<file path="src/rtl/instruction_fetch_if.sv">
// -----------------------------------------------------------------------------
// instruction_fetch_if
//   Bundles the instruction-memory fetch port and the decode-side handshake
//   of the instruction fetch unit.
//
//   Signals (directions seen from the fetch unit, modport master):
//     o_Addr         out 32  fetch byte address to instruction memory
//     i_Instruction  in  32  word returned combinationally for o_Addr
//     o_Instr        out 32  instruction at prefetch FIFO head (0 when empty)
//     o_Pc           out 32  PC of the head instruction (0 when empty)
//     o_Valid        out 1   head entry valid
//     i_Ready        in  1   decode accepts head this cycle
//     i_Redirect     in  1   flush and restart fetch at i_Redirect_Pc
//     i_Redirect_Pc  in  32  redirect target, bits [1:0] ignored
//
//   modport master : the fetch unit
//   modport slave  : memory + decode side
// -----------------------------------------------------------------------------
interface instruction_fetch_if;
    logic [31:0] o_Addr;
    logic [31:0] i_Instruction;
    logic [31:0] o_Instr;
    logic [31:0] o_Pc;
    logic        o_Valid;
    logic        i_Ready;
    logic        i_Redirect;
    logic [31:0] i_Redirect_Pc;

    modport master (
        output o_Addr,
        input  i_Instruction,
        output o_Instr,
        output o_Pc,
        output o_Valid,
        input  i_Ready,
        input  i_Redirect,
        input  i_Redirect_Pc
    );

    modport slave (
        input  o_Addr,
        output i_Instruction,
        input  o_Instr,
        input  o_Pc,
        input  o_Valid,
        output i_Ready,
        output i_Redirect,
        output i_Redirect_Pc
    );
endinterface

</file>
<file path="src/rtl/instruction_fetch.sv">
// -----------------------------------------------------------------------------
// instruction_fetch
//   Fetch initiator for a byte-addressed, zero-latency instruction memory.
//   The fetch PC drives the memory address directly; every accepted word is
//   captured with its PC into a small prefetch FIFO whose head is offered to
//   decode with a valid/ready handshake. A redirect flushes the FIFO and
//   restarts fetch at the (word-aligned) target.
//
//   Parameters:
//     RESET_PC    first PC fetched after reset (bits [1:0] must be 0)
//     FIFO_DEPTH  prefetch entries, power of 2, >= 2
//
//   Ports:
//     i_Clk          in   clock, all state on the rising edge
//     i_Rst          in   synchronous active-high reset
//     bus            instruction_fetch_if.master (memory + decode signals)
//     o_Fetch_Count  out  32  pushes since reset          (IFETCH_PERF_EN only)
//     o_Stall_Count  out  32  cycles stalled on full FIFO  (IFETCH_PERF_EN only)
//
//   Configuration macro: IFETCH_PERF_EN adds the two performance counters.
// -----------------------------------------------------------------------------
module instruction_fetch #(
    parameter logic [31:0] RESET_PC   = 32'h0000_0000,
    parameter int          FIFO_DEPTH = 2
) (
    input  logic                i_Clk,
    input  logic                i_Rst,
    instruction_fetch_if.master bus
`ifdef IFETCH_PERF_EN
    ,
    output logic [31:0]         o_Fetch_Count,
    output logic [31:0]         o_Stall_Count
`endif
);

    localparam int               PTR_W    = $clog2(FIFO_DEPTH);
    localparam int               CNT_W    = PTR_W + 1;
    localparam logic [CNT_W-1:0] FULL_CNT = CNT_W'(FIFO_DEPTH);

    logic [31:0]      pc_q, pc_d;
    logic [PTR_W-1:0] rd_ptr_q, rd_ptr_d;
    logic [PTR_W-1:0] wr_ptr_q, wr_ptr_d;
    logic [CNT_W-1:0] count_q, count_d;

    // Prefetch storage is data only; occupancy is tracked by count_q, so
    // these entries need no reset.
    logic [31:0] fifo_instr_q [FIFO_DEPTH];
    logic [31:0] fifo_pc_q    [FIFO_DEPTH];

    logic valid;
    logic full;
    logic pop;
    logic push;

    // The two low target bits are dropped when forming the word address.
    logic unused_redirect_lsb;
    assign unused_redirect_lsb = ^bus.i_Redirect_Pc[1:0];

    assign valid = (count_q != '0);
    assign full  = (count_q == FULL_CNT);

    // Redirect squashes both the head handshake and the fetch this cycle.
    // A pop frees a slot on the same edge, so a full FIFO still accepts
    // a new word when the head is taken (no bubble at steady state).
    assign pop  = valid & bus.i_Ready & ~bus.i_Redirect;
    assign push = ~bus.i_Redirect & (~full | pop);

    always_comb begin
        pc_d     = pc_q;
        rd_ptr_d = rd_ptr_q;
        wr_ptr_d = wr_ptr_q;
        count_d  = count_q;
        if (bus.i_Redirect) begin
            pc_d     = {bus.i_Redirect_Pc[31:2], 2'b00};
            rd_ptr_d = '0;
            wr_ptr_d = '0;
            count_d  = '0;
        end else begin
            if (push) begin
                pc_d     = pc_q + 32'd4;
                wr_ptr_d = wr_ptr_q + PTR_W'(1);
            end
            if (pop) begin
                rd_ptr_d = rd_ptr_q + PTR_W'(1);
            end
            count_d = count_q + CNT_W'(push) - CNT_W'(pop);
        end
    end

    always_ff @(posedge i_Clk) begin
        if (i_Rst) begin
            pc_q     <= RESET_PC;
            rd_ptr_q <= '0;
            wr_ptr_q <= '0;
            count_q  <= '0;
        end else begin
            pc_q     <= pc_d;
            rd_ptr_q <= rd_ptr_d;
            wr_ptr_q <= wr_ptr_d;
            count_q  <= count_d;
        end
    end

    always_ff @(posedge i_Clk) begin
        if (push) begin
            fifo_instr_q[wr_ptr_q] <= bus.i_Instruction;
            fifo_pc_q[wr_ptr_q]    <= pc_q;
        end
    end

    assign bus.o_Addr  = pc_q;
    assign bus.o_Valid = valid;
    assign bus.o_Instr = valid ? fifo_instr_q[rd_ptr_q] : '0;
    assign bus.o_Pc    = valid ? fifo_pc_q[rd_ptr_q]    : '0;

`ifdef IFETCH_PERF_EN
    logic [31:0] fetch_count_q, fetch_count_d;
    logic [31:0] stall_count_q, stall_count_d;

    // Counters survive redirects; only reset clears them.
    always_comb begin
        fetch_count_d = fetch_count_q + {31'd0, push};
        stall_count_d = stall_count_q + {31'd0, full & ~pop & ~bus.i_Redirect};
    end

    always_ff @(posedge i_Clk) begin
        if (i_Rst) begin
            fetch_count_q <= '0;
            stall_count_q <= '0;
        end else begin
            fetch_count_q <= fetch_count_d;
            stall_count_q <= stall_count_d;
        end
    end

    assign o_Fetch_Count = fetch_count_q;
    assign o_Stall_Count = stall_count_q;
`endif

endmodule

</file>
<file path="src/flat_wrapper.sv">
// flat-port wrapper written by rule: the top's interface ports become plain ports
module instruction_fetch_flat 
#(
    parameter logic [31:0] RESET_PC   = 32'h0000_0000,
    parameter int          FIFO_DEPTH = 2
)
  (i_Clk, i_Rst, bus_o_Addr, bus_i_Instruction, bus_o_Instr, bus_o_Pc, bus_o_Valid, bus_i_Ready, bus_i_Redirect, bus_i_Redirect_Pc);
  instruction_fetch_if bus_i ();
  input  logic i_Clk;
  input  logic i_Rst;
  output wire logic [$bits(bus_i.o_Addr)-1:0] bus_o_Addr;
  input wire logic [$bits(bus_i.i_Instruction)-1:0] bus_i_Instruction;
  output wire logic [$bits(bus_i.o_Instr)-1:0] bus_o_Instr;
  output wire logic [$bits(bus_i.o_Pc)-1:0] bus_o_Pc;
  output wire logic [$bits(bus_i.o_Valid)-1:0] bus_o_Valid;
  input wire logic [$bits(bus_i.i_Ready)-1:0] bus_i_Ready;
  input wire logic [$bits(bus_i.i_Redirect)-1:0] bus_i_Redirect;
  input wire logic [$bits(bus_i.i_Redirect_Pc)-1:0] bus_i_Redirect_Pc;
  assign bus_o_Addr = bus_i.o_Addr;
  assign bus_i.i_Instruction = bus_i_Instruction;
  assign bus_o_Instr = bus_i.o_Instr;
  assign bus_o_Pc = bus_i.o_Pc;
  assign bus_o_Valid = bus_i.o_Valid;
  assign bus_i.i_Ready = bus_i_Ready;
  assign bus_i.i_Redirect = bus_i_Redirect;
  assign bus_i.i_Redirect_Pc = bus_i_Redirect_Pc;
  instruction_fetch #(.RESET_PC(RESET_PC), .FIFO_DEPTH(FIFO_DEPTH)) u_core (.i_Clk(i_Clk), .i_Rst(i_Rst), .bus(bus_i));
endmodule
</file>
<file path="config.mk">
export PLATFORM = sky130hd
export DESIGN_NAME = instruction_fetch_flat
export DESIGN_NICKNAME = d
export VERILOG_FILES = /design/src/rtl/instruction_fetch_if.sv /design/src/rtl/instruction_fetch.sv /design/src/flat_wrapper.sv
export SDC_FILE = /design/constraint.sdc
export NUM_CORES = 1
export LEC_CHECK = 0
export CAP_MARGIN = 15
export CELL_PAD_IN_SITES_DETAIL_PLACEMENT = 1
export CELL_PAD_IN_SITES_GLOBAL_PLACEMENT = 1
export CORE_MARGIN = 2
export CORE_UTILIZATION = 30
export DETAILED_ROUTE_END_ITERATION = 16
export HOLD_SLACK_MARGIN = 0.12
export PLACE_DENSITY_LB_ADDON = 0.1
export RECOVER_POWER = 50
export SKIP_CTS_REPAIR_TIMING = 1
export SYNTH_ARGS = -nofsm -noshare
export SYNTH_HDL_FRONTEND = slang
export SYNTH_SLANG_ARGS = --single-unit
</file>
<file path="constraint.sdc">
create_clock -name i_Clk -period 12.2 [get_ports i_Clk]
set_clock_uncertainty 0.05 [all_clocks]
set_input_delay 2.44 -clock i_Clk [delete_from_list [all_inputs] [get_ports i_Clk]]
set_output_delay 2.44 -clock i_Clk [all_outputs]
set_load 0.05 [all_outputs]
</file>
==> Word-level counts from Yosys, hierarchy flattened <==
Memory sizes are Yosys's and may differ from the RTL's. A register that Yosys moved wholly into a read port is not among the register bits.
Index checks and enable logic that the tools add are counted.
{ "word_totals": {"register_bits": 36, "ramBits": 128, "in_bits": 68, "output_inout_bits": 97, "elab_cells": 32, "mem_count": 2} }
{ "mem_list": {"columns": ["name", "words", "width", "rd", "rd_clocked_by_memory_dff", "write_ports", "line", "text"], "rows": [
  ["u_core.fifo_instr_q", 2, 32, 1, 1, 1, "instruction_fetch.sv:47", "logic [31:0] fifo_instr_q [FIFO_DEPTH];"],
  ["u_core.fifo_pc_q", 2, 32, 1, 1, 1, "instruction_fetch.sv:48", "logic [31:0] fifo_pc_q [FIFO_DEPTH];"]
]} }
{ "classes": {"n_addsub": 5, "n_eq_ne": 1, "muxes": 10, "bitwise_logic": 6, "reduce_logical": 3} }
{ "op_table": {"columns": ["cell", "count"], "rows": [
  ["two-way mux 32 bit", 4],
  ["adder 32 x 3 -> 32 bit, second input constant", 1],
  ["two-way mux 1 bit", 6],
  ["nonzero test 2 bit", 2],
  ["bitwise AND 1 bit", 3],
  ["adder 1 bit, second input constant", 2],
  ["adder 2 x 1 -> 2 bit", 1],
  ["== test 2 bit, second input constant", 1],
  ["inverter 1 bit", 2],
  ["OR reduction 2 bit", 1],
  ["subtractor 2 x 1 -> 2 bit", 1],
  ["OR 1 bit", 1]
]} }

==> Depth between registers and ports, before layout <==
Gate-level depths: netlist of run 1.
{ "logic_depth": {"ltp_word": 7, "ltp_mapped": 8, "mapped_depth_nobuf": 8} }

==> Worst setup path before layout of run 1 <==
Ideal clock, no wire load.
{ "synth_timing": {"path_type": "input-to-reg", "start": "input bus_i_Redirect", "end": "memory u_core.fifo_instr_q[1][0], enable pin", "setup_time_ps": 571, "arrival_ps": 7647, "required_ps": 11579, "path_slack_ps": 3932, "cell_stages": 4, "path_buffers": 3, "path_cell_list": "clkbuf_1 -> buf_1 -> clkbuf_1 -> nor3b_1"} }
{ "synth_via": {"elab_chain_cells": 6} }
{ "synth_lines": {"columns": ["element", "line", "text"], "rows": [
  ["from (decl)", "flat_wrapper.sv:17", "input wire logic [$bits(bus_i.i_Redirect)-1:0] bus_i_Redirect;"],
  ["inverter 1 bit *", "instruction_fetch.sv:65, instruction_fetch.sv:66", null],
  ["bitwise AND 1 bit", "instruction_fetch.sv:65", "assign pop = valid & bus.i_Ready & ~bus.i_Redirect;"],
  ["OR 1 bit", "instruction_fetch.sv:66", "assign push = ~bus.i_Redirect & (~full | pop);"],
  ["bitwise AND 1 bit *", "instruction_fetch.sv:66", null],
  ["two-way mux 1 bit *", "instruction_fetch.sv:105", "if (push) begin"],
  ["two-way mux 1 bit (not written as such) *", "instruction_fetch.sv:106", "fifo_instr_q[wr_ptr_q] <= bus.i_Instruction;"],
  ["to (decl)", "instruction_fetch.sv:47", null]
]} }
Every way passes the cells marked *; elsewhere a longest branch is shown, timed or not.

==> Worst setup path in the final report of run 1 <==
{ "layout_timing": {"start": "input bus_i_Redirect", "end": "register u_core.pc_q[19] (netlist: u_core.bus.o_Addr[19])"} }
{ "layout_via": {"elab_chain_cells": 5, "elab_cells_between_ends": 6, "classes_between": "mux: 1; bitwise: 4; reduce/logical: 1"} }
{ "layout_lines": {"columns": ["element", "line", "text"], "rows": [
  ["inverter 1 bit", "instruction_fetch.sv:65, instruction_fetch.sv:66", null],
  ["bitwise AND 1 bit", "instruction_fetch.sv:65", null],
  ["OR 1 bit", "instruction_fetch.sv:66", null],
  ["bitwise AND 1 bit", "instruction_fetch.sv:66", null],
  ["nonzero test 2 bit (no line)", null, null],
  ["to (signal assigned)", "instruction_fetch.sv:97", "pc_q <= pc_d;"],
  ["to (decl)", "instruction_fetch.sv:40", "logic [31:0] pc_q, pc_d;"]
]} }
Several ways; a longest one is shown, not always the timed one.
A chain may end at the register's enable or synchronous reset.

==> results.md, run 1 <==
- # diodes: 0
- WP data arrival: 7.02 ns
- WP data required: 12.45 ns
- Post-DP HPWL: 11900 µm
- Setup violations, final: 0
- Clock root buffer: clkbuf_16
- WL/cell: 18.5 µm
- Slew Viols, Final: 54
- Critical path origin: bus_i_Redirect
- Peak VDD IR: 69.9 µV
- CP Class: in2reg
- Hold_sp: u_core.bus.o_Addr[31]
- Largest cells by area after synthesis: edfxtp_1, dfxtp_1, mux2i_1, nor2_1, a211oi_1
- Fin nets: 756
- Clk sink count: 159
- CTS clk-pin slew, worst paths: 0.07 ns
- CTS H-tree depth: 4
- Distinct cells, synth: 49
- Outcome: finished with violations
- Vias/cell: 5.02
- RR Startpoint: u_core.bus.o_Addr[7]
- Share of layout cells above drive strength 1: 0.0558
- Die H: 155 µm
- Hold crit path type: reg2reg
- Die area: 23900 µm²
- Total global-route track usage: 0.156
- Post-synth top cells: edfxtp_1, nor2_1, mux2i_1
- TritonCTS buffer count: 17
- Final hold vios: 0
- Vias: 4944
- Vias in the first global route: 5248
- Number of port buffers: 158
- TritonRoute pass-1 iters: 4
- Area growth syn-to-layout: 35.9%
- Yosys warnings: 0
- Max-slew headroom: -0.812
- Post-Syn Area: 6810 µm²
- Grt total ovfl: 0
- RePlAce Congestion: 0.720
- Die X: 155 µm
- Area of the multi-input gates: 2150 µm²
- Finished Cell Area: 9250 µm²
- Post-synthesis register bit count: 159
- WL final: 18200 µm
- Cell Pwr Density: 157 nW/µm²
- Minimum clock period: 6.78 ns
- Setup TNS: 0 ns
- Fill cell count: 2357
- CTS tree: built
- Yosys top cell by area: edfxtp_1
- Violated checks: max-capacitance violations, max-slew violations
- Worst-Margin Slew: 2.65 ns
- Worst Setup Start Kind: input port
- Initial antenna violation count: 0
- DRC errors left: 0
- Final ANT Viol Nets: 0
- Ys async rst share: 0
- Dpl cell area: 8670 µm²
- Clock Latency Late Sink: 0.42 ns
- Syn Inst Count: 535
- Top Ports: 165
- Post-synth EDFFs: 124
- CP endpoint kind: flip-flop
- Top_reg_cell synth: edfxtp_1
- Final critical-path share of the clock period: 0.556
- Max Cap Viol: 2
- FMAX: 0.148 GHz
- Starting DRT DRC Count: 254
- First-pass GRT wire length: 28800 µm
- Largest net degree at the start of global routing: 63
- FF+latch area: 4430 µm²
- RSZ-0062 raised after global routing: false
- Site row count: 55
- Most frequent cell after synthesis: edfxtp_1
- Seq/Total Area, Yosys: 0.650
- Core ar.: 22400 µm²
- Initial Util: 0.304
- Clock buffer depth: 2
- Power consumption: 1.46 mW
- Crit path max fanout: 43
- Yosys top cell area share: 0.547
- Synth Area per Inst: 12.7 µm²
- P_leak: 3.09 nW
[registers in the layout (all words and copies together), names as in the netlist, named ones only]
signal,cells
u_core.fifo_instr_q,64
u_core.fifo_pc_q,60
u_core.bus.o_Addr,30
u_core.count_q,2
u_core.rd_ptr_q,1
u_core.wr_ptr_q,1
[cell type report]
cell class              instances  area share
clock buffers                  20      0.0472
multi-input cells             326       0.233
well taps                     285      0.0385
repair buffers                165       0.176
flip-flops and latches        159       0.479
inverters                      17     0.00690
clock inverters                12      0.0197
[metrics by stage]
step | util | hold WS, ns | worst slack [ns] | cells
after global placement | 0.387 | 0.467 | 6.71 | 952
final | 0.412 | 0.478 | 5.42 | 984
after detailed placement | 0.387 | 0.469 | 6.68 | 952
after global routing | 0.412 | 0.492 | 5.06 | 984
after floorplan | - | 0.470 | 3.93 | 538
after CTS | 0.414 | 0.482 | 6.76 | 984
[logic make-up (layout without fill, tap and decap cells)]
group / Yosys count / count (layout) / synth area share
other cells: 1 / 4 / 0.000551
fa+ha+maj: 2 / 2 / 0.00367
mux: 62 / 62 / 0.0911
compound gates: 68 / 68 / 0.0799
flops: 159 / 159 / 0.650
buf+inv: 53 / 214 / 0.0327
xor+xnor: 12 / 12 / 0.0154
simple gates: 178 / 178 / 0.127
[layout by cell type (no fill, tap or decap), drive strengths merged, types with 6 or more instances in the layout]
| master | synthesis | routed |
|---|---|---|
| a21oi | 7 | 7 |
| clkbuf | 19 | 21 |
| mux2i | 62 | 62 |
| and4 | 7 | 7 |
| a2111oi | 7 | 7 |
| dlygate4sd3 | 0 | 66 |
| clkdlybuf4s50 | 0 | 92 |
| xor2 | 7 | 7 |
| edfxtp | 124 | 124 |
| buf | 17 | 6 |
| nand2 | 20 | 20 |
| a311oi | 7 | 7 |
| nor3 | 11 | 11 |
| nand4 | 10 | 10 |
| nor2 | 90 | 90 |
| nand3 | 9 | 9 |
| a211oi | 14 | 14 |
| dfxtp | 35 | 35 |
| o31ai | 10 | 10 |
| or4 | 9 | 9 |
| inv | 17 | 21 |
[per-layer routing]
layer,global-route usage,wire (µm)
met1,0.198,8370
met3,0.0308,581
met4,0.0529,306
met5,0,0
met2,0.265,8980
[final timing paths]
check                            end  slack (ns)  depth (start not counted)
max            u_core.bus.o_Addr[19]        5.42                          6
min          u_core.fifo_pc_q[0][31]        0.48                          0
max reg2reg    u_core.bus.o_Addr[19]        8.49                          4
min reg2reg  u_core.fifo_pc_q[0][31]        0.48                          0
[worst max-delay path: stages]
cell and delay (ns):
dlygate4sd3_1 0.53, clkbuf_1 0.73, nand2b_1 0.50, a2111oi_0 2.15
a2111oi_0 0.35, nand3b_1 0.31
[power breakdown]
group          internal, mW  switching [mW]
clock                 0.345           0.219
sequential            0.622          0.0222
combinational        0.0819           0.167
total                  1.05           0.408
Note: power is estimated with default switching activity, not from simulation.
==> run 2: changes to the inputs <==
Clock period 12.2 ns to 6.5 ns, I/O delays scaled along.
==> results.md, run 2 (synthesis gave the netlist of run 1 again) <==
- Outcome: finished with violations (unchanged)
- Violated checks: max-capacitance violations, max-slew violations (unchanged)
- Flop pwr share: 0.457 (was 0.442)
- Place WS: 1.99 ns (was 6.68 ns)
- TritonRoute pass-1 iters: 4 (unchanged)
- Worst-Margin Slew: 1.96 ns (was 2.65 ns)
- Fin Hold WS: 0.479 ns (was 0.478 ns)
- Slew Viols, Final: 43 (was 54)
- Area growth syn-to-layout: 36.1% (was 35.9%)
- WL/cell: 18.5 µm (about the same)
- Fin nets: 756 (unchanged)
- DRC errors left: 0 (unchanged)
- CP Cell Sequence: dlygate4sd3_1 -> clkbuf_1 -> inv_1 -> buf_4 -> and4_1 -> a2111oi_0 (was dlygate4sd3_1 -> clkbuf_1 -> nand2b_1 -> a2111oi_0 -> a2111oi_0 -> nand3b_1)
- Setup TNS: 0 ns (unchanged)
- Most frequent cells in the layout: edfxtp_1, clkdlybuf4s50_1, nor2_1, dlygate4sd3_1, mux2i_1 (unchanged)
- Initial antenna violation count: 0 (unchanged)
- Power consumption: 2.65 mW (was 1.46 mW)
- Combinational share of power: 0.176 (was 0.171)
- Fill cell count: 2356 (was 2357)
- Core ar.: 22400 µm² (unchanged)
- # diodes: 0 (unchanged)
- Starting DRT DRC Count: 193 (was 254)
- Vias in the first global route: 5265 (was 5248)
- Hold crit path type: reg2reg (unchanged)
- RR Startpoint: u_core.count_q[0] (was u_core.bus.o_Addr[7])
- CTS clk-pin slew, worst paths: 0.07 ns (about the same)
- Worst r2r path cells: 8 (was 4)
- WP data required: 6.76 ns (was 12.45 ns)
- Max Cap Viol: 1 (was 2)
- Worst path top cell family by delay: buffers and inverters (was compound AO/OA/AOI/OAI gates)
- CTS tree: built (unchanged)
- FMAX: 0.205 GHz
- Die H: 155 µm (unchanged)
- Hold_sp: u_core.bus.o_Addr[31] (unchanged)
- WP data arrival: 5.13 ns (was 7.02 ns)
- RePlAce Congestion: 0.739 (was 0.720)
- Most flop-heavy register: u_core.fifo_instr_q (unchanged)
- Final worst slack: 1.63 ns (was 5.42 ns)
- Site row count: 55 (unchanged)
- Clock Latency Late Sink: 0.42 ns (about the same)
- Clk sink count: 159 (unchanged)
- WL final: 18200 µm (about the same)
- Grt total ovfl: 0 (unchanged)
- Die X: 155 µm (unchanged)
- Final ANT Viol Nets: 0 (unchanged)
- CP endpoint kind: flip-flop (unchanged)
- Hold path cells: 0 (unchanged)
- Number of port buffers: 158 (unchanged)
- Internal power: 1.89 mW (was 1.05 mW)
- Final critical-path share of the clock period: 0.750
- Minimum clock period: 4.87 ns
- Worst r2r dst: u_core.count_q[1] (was u_core.bus.o_Addr[19])
- Max incr delay on CP: 1.43 ns (was 2.15 ns)
- P_leak: 3.07 nW (was 3.09 nW)
- Worst reg-to-reg setup slack: 3.67 ns (was 8.49 ns)
- RSZ-0062 raised after global routing: false (unchanged)
- Vias/cell: 4.91 (was 5.02)
- Final Util: 0.413 (was 0.412)
- Vias: 4828 (was 4944)
- First-pass GRT wire length: 29200 µm (was 28800 µm)
- Most common cell after layout, fill and taps aside: edfxtp_1 (unchanged)
- Worst Setup Start Kind: input port (unchanged)
- Clock buffer depth: 2 (unchanged)
- Max reg flops: 64 (unchanged)
- Net switching power: 763 µW (was 408 µW)
- Clock root buffer: clkbuf_16 (unchanged)
- CTS H-tree depth: 4 (unchanged)
- CP Class: in2reg (unchanged)
- Initial Util: 0.304 (unchanged)
- Largest net degree at the start of global routing: 50 (was 63)
- Switching Share: 0.287 (was 0.280)
- Critical path's slowest cell: clkbuf_1 (was a2111oi_0)
- Final hold vios: 0 (unchanged)
- TritonCTS buffer count: 17 (unchanged)
- Total global-route track usage: 0.158 (was 0.156)
- Setup violations, final: 0 (unchanged)
- Peak VDD IR: 133 µV (was 69.9 µV)
- Die area: 23900 µm² (unchanged)
- Post-DP HPWL: 12200 µm (was 11900 µm)
- Share of layout cells above drive strength 1: 0.0587 (was 0.0558)
- Crit path max fanout: 42 (was 43)
- Clk pwr share: 0.367 (was 0.387)
- Top Ports: 165 (unchanged)
- Cell Pwr Density: 286 nW/µm² (was 157 nW/µm²)
- CP bufs+invs: 4 (was 2)
- Max-slew headroom: -0.306 (was -0.812)
- Hold worst-path end: u_core.fifo_pc_q[0][31] (unchanged)
## run 2: changes by cell type in the layout (fill, tap and decap cells not counted), sizes merged
| cell | delta |
|---|---|
| clkinv | +5 |
| clkdlybuf4s50 | +3 |
| bufinv | -2 |
| dlygate4sd3 | -3 |
| inv | -2 |
| clkinvlp | -1 |
## run 2: how the worst max path moves through the flow
stage	startpoint	end	cells after the start
floorplan	bus_i_Redirect	u_core.fifo_instr_q[1][0]	4
global placement	bus_i_Ready	u_core.fifo_pc_q[1][31]	5
detailed placement	bus_i_Ready	u_core.fifo_pc_q[1][30]	5
CTS	flip-flop	bus_o_Pc[13]	4
global route	bus_i_Redirect	u_core.bus.o_Addr[11]	6
finish	bus_i_Redirect	u_core.bus.o_Addr[11]	6
## run 2: power groups by stage
stage,combinational [mW],clock (mW),sequential (mW)
2_1_floorplan,0.260,0,1.26
3_3_place_gp,0.477,0,1.23
3_5_place_dp,0.483,0,1.24
4_1_cts,0.484,1.00,1.22
5_1_grt,0.498,1.04,1.22
6_report,0.467,0.975,1.21
## run 2: area by class of cell
class / instances / area, µm² / share of cell area
clock buffers: 20 / 437 / 0.0471
clock inverters: 12 / 138 / 0.0149
inverters: 17 / 63.8 / 0.00689
multi-input cells: 326 / 2190 / 0.236
flip-flops and latches: 159 / 4430 / 0.478
well taps: 285 / 357 / 0.0385
repair buffers: 165 / 1660 / 0.179
## run 2: metal layers
layer  up-vias  track usage  wire length [µm]
met4         0       0.0516               218
met2       113        0.266              8860
met1      2383        0.206              8580
li1       2318            -                 -
met5         -            0                 0
met3        14       0.0289               540
## run 2: metrics by stage
step | instance area (µm²) | cells
after floorplan | 6830 | 538
after global placement | 8710 | 952
after detailed placement | 8710 | 952
after CTS | 9290 | 984
after global routing | 9270 | 984
final | 9270 | 984
